## config.mk

```make
export PLATFORM = sky130hd
export DESIGN_NAME = pipe_stall_ctrl
export DESIGN_NICKNAME = d
export VERILOG_FILES = /design/src/rtl/pipe_stall_ctrl_pkg.sv /design/src/rtl/pipe_stall_ctrl_hazard.sv /design/src/rtl/pipe_stall_ctrl.sv
export SDC_FILE = /design/constraint.sdc
export NUM_CORES = 1
export LEC_CHECK = 0
export ABC_AREA = 1
export CORE_MARGIN = 2
export CORE_UTILIZATION = 35
export DETAILED_ROUTE_END_ITERATION = 16
export PLACE_DENSITY = 0.79
export SLEW_MARGIN = 20
export SYNTH_ARGS = -nofsm -noshare
export SYNTH_HDL_FRONTEND = slang
export SYNTH_HIERARCHICAL = 1
export SYNTH_SLANG_ARGS = --single-unit
```

## constraint.sdc

```tcl
create_clock -name clk -period 3.4 [get_ports clk]
set_input_delay 0.68 -clock clk [delete_from_list [all_inputs] [get_ports clk]]
set_output_delay 0.68 -clock clk [all_outputs]
set_load 0.005 [all_outputs]
```

## src/rtl/pipe_stall_ctrl_pkg.sv

```systemverilog
// Shared encodings for the pipeline stall/flush sequencer: FSM states,
// MDU op codes and the default multiply/divide latency.
package pipe_ctrl_pkg;

  typedef enum logic [1:0] {
    IDLE = 2'd0,
    RUN  = 2'd1,
    DONE = 2'd2
  } state_t;

  localparam logic [1:0] MDU_NONE  = 2'b00;
  localparam logic [1:0] MDU_MULTU = 2'b01;
  localparam logic [1:0] MDU_DIVU  = 2'b10;

  localparam int MDU_CYCLES_DEF = 32;

  // Code 11 is reserved and behaves like "no MDU op".
  function automatic logic is_mdu_op(input logic [1:0] op);
    return (op == MDU_MULTU) || (op == MDU_DIVU);
  endfunction

endpackage

```

## src/rtl/pipe_stall_ctrl_hazard.sv

```systemverilog
// Load-use hazard comparator: a load in EX whose destination feeds the
// instruction currently in ID.
module pipe_hazard_detect (
  input  logic       idex_mem_read,
  input  logic [4:0] idex_rt,
  input  logic [4:0] ifid_rs,
  input  logic [4:0] ifid_rt,
  input  logic       ifid_uses_rt,
  output logic       load_use
);

  // $zero never carries a dependency.
  assign load_use = idex_mem_read && (idex_rt != 5'd0) &&
                    ((idex_rt == ifid_rs) || (ifid_uses_rt && (idex_rt == ifid_rt)));

endmodule

```

## src/rtl/pipe_stall_ctrl.sv

```systemverilog
// Central stall/flush sequencer: arbitrates MDU occupancy, load-use and
// taken-branch hazards into plain enables and bubble controls.
module pipe_stall_ctrl
  import pipe_ctrl_pkg::*;
#(
  parameter int MDU_CYCLES = MDU_CYCLES_DEF,
  parameter int CNT_W      = 6
) (
  input  logic       clk,
  input  logic       rst,
  input  logic [1:0] ex_mdu_op,
  input  logic       idex_mem_read,
  input  logic [4:0] idex_rt,
  input  logic [4:0] ifid_rs,
  input  logic [4:0] ifid_rt,
  input  logic       ifid_uses_rt,
  input  logic       branch_taken,
  output logic       pc_en,
  output logic       ifid_en,
  output logic       idex_en,
  output logic       exmem_en,
  output logic       memwb_en,
  output logic       ifid_flush,
  output logic       idex_flush,
  output logic       exmem_flush,
  output logic       mdu_start,
  output logic       mdu_busy,
  output logic       hilo_we
);

  state_t           state_q, state_d;
  logic [CNT_W-1:0] cnt_q, cnt_d;
  logic             load_use;
  logic             mdu_go;

  pipe_hazard_detect u_hazard (
    .idex_mem_read (idex_mem_read),
    .idex_rt       (idex_rt),
    .ifid_rs       (ifid_rs),
    .ifid_rt       (ifid_rt),
    .ifid_uses_rt  (ifid_uses_rt),
    .load_use      (load_use)
  );

  assign mdu_go = is_mdu_op(ex_mdu_op);

  // State register
  always_ff @(posedge clk) begin
    if (!rst) begin
      state_q <= IDLE;
      cnt_q   <= '0;
    end else begin
      state_q <= state_d;
      cnt_q   <= cnt_d;
    end
  end

  // Next-state logic
  always_comb begin
    state_d = state_q;
    cnt_d   = cnt_q;
    case (state_q)
      IDLE: begin
        if (mdu_go) begin
          state_d = RUN;
          cnt_d   = '0;
        end
      end
      RUN: begin
        cnt_d = cnt_q + 1'b1;
        if (cnt_q == CNT_W'(MDU_CYCLES - 1)) state_d = DONE;
      end
      DONE:    state_d = IDLE;
      default: state_d = IDLE;
    endcase
  end

  // Output priority mux: MDU > load-use > branch
  always_comb begin
    pc_en       = 1'b1;
    ifid_en     = 1'b1;
    idex_en     = 1'b1;
    exmem_en    = 1'b1;
    memwb_en    = 1'b1;
    ifid_flush  = 1'b0;
    idex_flush  = 1'b0;
    exmem_flush = 1'b0;
    mdu_start   = 1'b0;
    mdu_busy    = 1'b0;
    hilo_we     = 1'b0;
    if (rst) begin
      mdu_busy = (state_q != IDLE);
      case (state_q)
        IDLE: begin
          if (mdu_go) begin
            mdu_start   = 1'b1;
            pc_en       = 1'b0;
            ifid_en     = 1'b0;
            idex_en     = 1'b0;
            exmem_flush = 1'b1;
          end else if (load_use) begin
            pc_en      = 1'b0;
            ifid_en    = 1'b0;
            idex_flush = 1'b1;
          end else if (branch_taken) begin
            ifid_flush = 1'b1;
          end
        end
        // EX holds the MDU op; bubbles drain into MEM so nothing repeats.
        RUN: begin
          pc_en       = 1'b0;
          ifid_en     = 1'b0;
          idex_en     = 1'b0;
          exmem_flush = 1'b1;
        end
        DONE:    hilo_we = 1'b1;
        default: ;
      endcase
    end
  end

endmodule
```

==> results.env <==
MULTI_INPUT_COMB_AREA_UM2=423
MIN_DELAY_STARTPOINT='cnt_q[4]$_SDFFE_PN0P_'
SYNTH.TOP_CELLS.BY_COUNT='sky130_fd_sc_hd__nand2_1, sky130_fd_sc_hd__inv_1, sky130_fd_sc_hd__nor2_1'
DRTITER0DRC=17
DETAIL_ROUTE.DRC_VIOLATIONS=0
STARTPOINT='idex_rt[4]'
GRT_SETUP_UNREPAIRED='no'
TIMING.FINAL.MAX_SLEW_VIOLATIONS=0
DRV_CAP=0
FP.DIEH_UM=48.9
SYNTHADDERAREAFRAC=0.0177
CTS-ROOT-BUF='sky130_fd_sc_hd__clkbuf_4'
IRDROPWORSTVDD_mV=0.176
FF_LATCH_AREA_UM2=160
ASYNC_RESET_FF_FRAC=0
VIAS_IN_THE_FIRST_GLOBAL_ROUTE=803
SYNTH-XOR-AREA-SHARE=0.0124
STATUS='complete, no violations'
SYNTH_TOP_FAMILY_BY_AREA='simple AND/OR/NAND/NOR gates'
CRITICAL-PATH-TOP-CELL-BY-COUNT='sky130_fd_sc_hd__nand2_1'
SLOWEST_STAGE_DELAY_ON_CRITICAL_PATH_PS=550
CORE_AREA_MM2=0.00194
POST_SYNTH_AND_OR_NAND_NOR_AREA_FRACTION=0.444
CTS_BUF_COUNT=3
YS_TOP_CELLS_BY_AREA='sky130_fd_sc_hd__nand2_1, sky130_fd_sc_hd__dfxtp_1, sky130_fd_sc_hd__inv_1'
PATH_BUF_INV=3
CTS.REPAIR.RESIZED=0
HOLD_VIOLATIONS=0
CTS_TREE='done'
FIN_CRIT_PS=3220
CELL_ROWS=16
LEAKAGE_POWER_TOTAL_nW=0.536
ANTENNADIODECOUNT=0
SYNTHCELLS=132
SYNTH-COMPOUND-AREA-SHARE=0.113
FILL_CELLS=200
INITIAL_ANTENNA_VIOLATION_COUNT=0
CRITPATHKIND='primary input to output pin'
FIRSTDRTPASSITERS=6
SYNTH_MOST_COMMON_CELL='sky130_fd_sc_hd__nand2_1'
SYNTH.DISTINCT_CELLS=19
FINCLKSKEW_PS=7.50
CRITICAL_PATH_PEAK_FANOUT=4
WORST_HOLD_PATH_TYPE='register to register'
PORTION_OF_THE_POST_SYNTHESIS_AREA_USED_BY_SEQUENTIAL_ELEMENTS=0.227
YOSYSWARNINGCOUNT=6
FP.DIEAREA_MM2=0.00240
CTS.PATH.MAX_BUFFERS=2
CP_DATA_ARRIVAL_TIME_PS=2540
POSTROUTEANTENNANETS=0
GRT-OVFL-TOTAL=0
ROUTE.FINAL.WIRE_LENGTH_MM=1.84
PWR_DENSITY_CELL_mW_PER_MM2=249
GRT.TOTAL_USAGE=0.165
CRITPATHSLOWESTCELL='sky130_fd_sc_hd__clkdlybuf4s50_1'
SETUP_VIOLATIONS=0
RR_STARTPOINT='state_q[0]$_SDFFE_PN0P_'
LARGEST_NET_DEGREE_AT_THE_START_OF_GLOBAL_ROUTING=7
FIN_SETUP_TNS_PS=0
PERIOD_SHARE=0.947
DIEWIDTH_UM=48.9
MUXSHAREOFSYNTHAREA=0
TOTAL_CLOCK_SINKS=8
ROUTED-VIA-COUNT=881
MAXCLOCKFREQUENCY_GHz=0.310
ROUTABILITY_CONGESTION=0.853
WORST_SETUP_SLACK_AFTER_PLACEMENT_PS=194
SYNTH.LARGEST_AREA_CELL='sky130_fd_sc_hd__nand2_1'
CRITICAL_PATH.TOP_DELAY_FAMILY='buffers and inverters'
POST_SYNTHESIS_SEQUENTIAL_ELEMENT_COUNT=8
SYNTH_TOP_AREA_SHARE=0.228
POST-ROUTE-WORST-SETUP-SLACK_PS=179
POST_SYNTH_EDFFS=0
CLKTRANSATPATHREGS_PS=60
WORSTPATHCELLLIST='clkdlybuf4s50_1, inv_2, nand2_1, nand2_1, nor2_1, nand3_1, a21oi_1, nand2_1, nor2_1, clkdlybuf4s50_1'
WIRE_PER_INST_UM=9.71
HOLDBUFCOUNTCTS=0
ROUTE.DETAILED.VIAS_PER_INST=4.64
AREA_DELTA_SYNTH_FINAL_PCT=47.8
FINAL_LAYOUT_SIZE_SUFFIX_GT1_FRAC=0.0613
CTS-HTREE-LEVELS=1
POSTCTSSETUPBUFFERS=0
SYN-CELL-AREA_UM2=707
FINAL_NET_COUNT=188
EFFECTIVE_UTILIZATION_AT_FLOORPLAN=0.364
YS.FLOP_TYPE='sky130_fd_sc_hd__dfxtp_1'
WORSTSKEWPAIRLATENCY_PS=260
SETUP.WORST_PATH.START_CLASS='primary input'
PLACEMENT.IO_BUFFERS=30
CRIT_REQUIRED_PS=2720
DP.FINAL_HPWL_MM=1.52
IO_PINS=33
CRITICAL_PATH.ENDPOINT_TYPE='output pin'
SYNTHESIZED_AREA_PER_CELL_UM2=5.36
WIRE_LENGTH_OF_THE_FIRST_GLOBAL_ROUTING_PASS_MM=3.17
-- cell type report --
type	instances	share of cell area
Inverter	28	0.101
Clock buffer	3	0.0216
Timing Repair Buffer	30	0.287
Tap cell	27	0.0323
Multi-Input combinational cell	94	0.405
Sequential cell	8	0.153
-- cells in the final DEF (no fill, tap or decap), drive strengths merged --
cell type | netlist | layout
nor3 | 1 | 1
o21bai | 1 | 1
conb | 1 | 2
clkdlybuf4s50 | 0 | 30
nor2 | 18 | 18
nor4 | 1 | 1
or2 | 1 | 1
a21oi | 6 | 6
xnor2 | 1 | 1
ha | 1 | 1
nand3 | 12 | 12
clkbuf | 0 | 3
dfxtp | 8 | 8
o21ai | 7 | 7
inv | 28 | 28
nand2 | 43 | 43
-- where the power goes --
part | switching [mW] | total [mW] | leakage [nW] | internal [mW]
clock | 0.0352 | 0.0758 | 0.0138 | 0.0406
sequential | 0.00315 | 0.0998 | 0.0651 | 0.0966
combinational | 0.0392 | 0.0841 | 0.457 | 0.0449
total | 0.0776 | 0.260 | 0.536 | 0.182
-- routing by layer --
metal / track usage / share of wire / routed length (µm) / vias to the layer above
li1: - / - / - / 458
met1: 0.186 / 0.44 / 818 / 398
met2: 0.292 / 0.49 / 910 / 23
met3: 0.0399 / 0.054 / 99 / 2
met4: 0.0714 / 0.0076 / 14 / 0
met5: 0 / 0 / 0 / -
-- flip-flops by register name, indices dropped and copies added, names as in the netlist --
signal   count
cnt_q        6
state_q      2
-- through the flow --
stage	cell area (µm²)	power (mW)	std cells	util	hold WS [ps]
floorplan	711	0.140	133	-	468
global placement	1020	0.183	187	0.526	477
detailed placement	1020	0.185	187	0.526	491
CTS	1040	0.260	190	0.538	500
global route	1040	0.274	190	0.538	535
finish	1040	0.260	190	0.538	493
-- final timing paths --
path                                 to  slack (ps)  cells past startpoint
setup / recovery             idex_flush         180                     10
hold / removal    cnt_q[4]$_SDFFE_PN0P_         490                      2
setup reg to reg  cnt_q[2]$_SDFFE_PN0P_        2240                      7
hold reg to reg   cnt_q[4]$_SDFFE_PN0P_         490                      2
-- tightest hold or removal path, cell delays in order (launching register included) --
cell                      delay [ps]
sky130_fd_sc_hd__dfxtp_1         320
sky130_fd_sc_hd__nand3_1          80
sky130_fd_sc_hd__a21oi_1          50
-- logic make-up after synthesis --
kind of cell,count (synthesis)
simple gates,76
buf+inv,31
compound gates,14
flops,8
xor+xnor,1
fa+ha+maj,1
other cells,1
No activity file was read; power rests on OpenSTA's default activity.
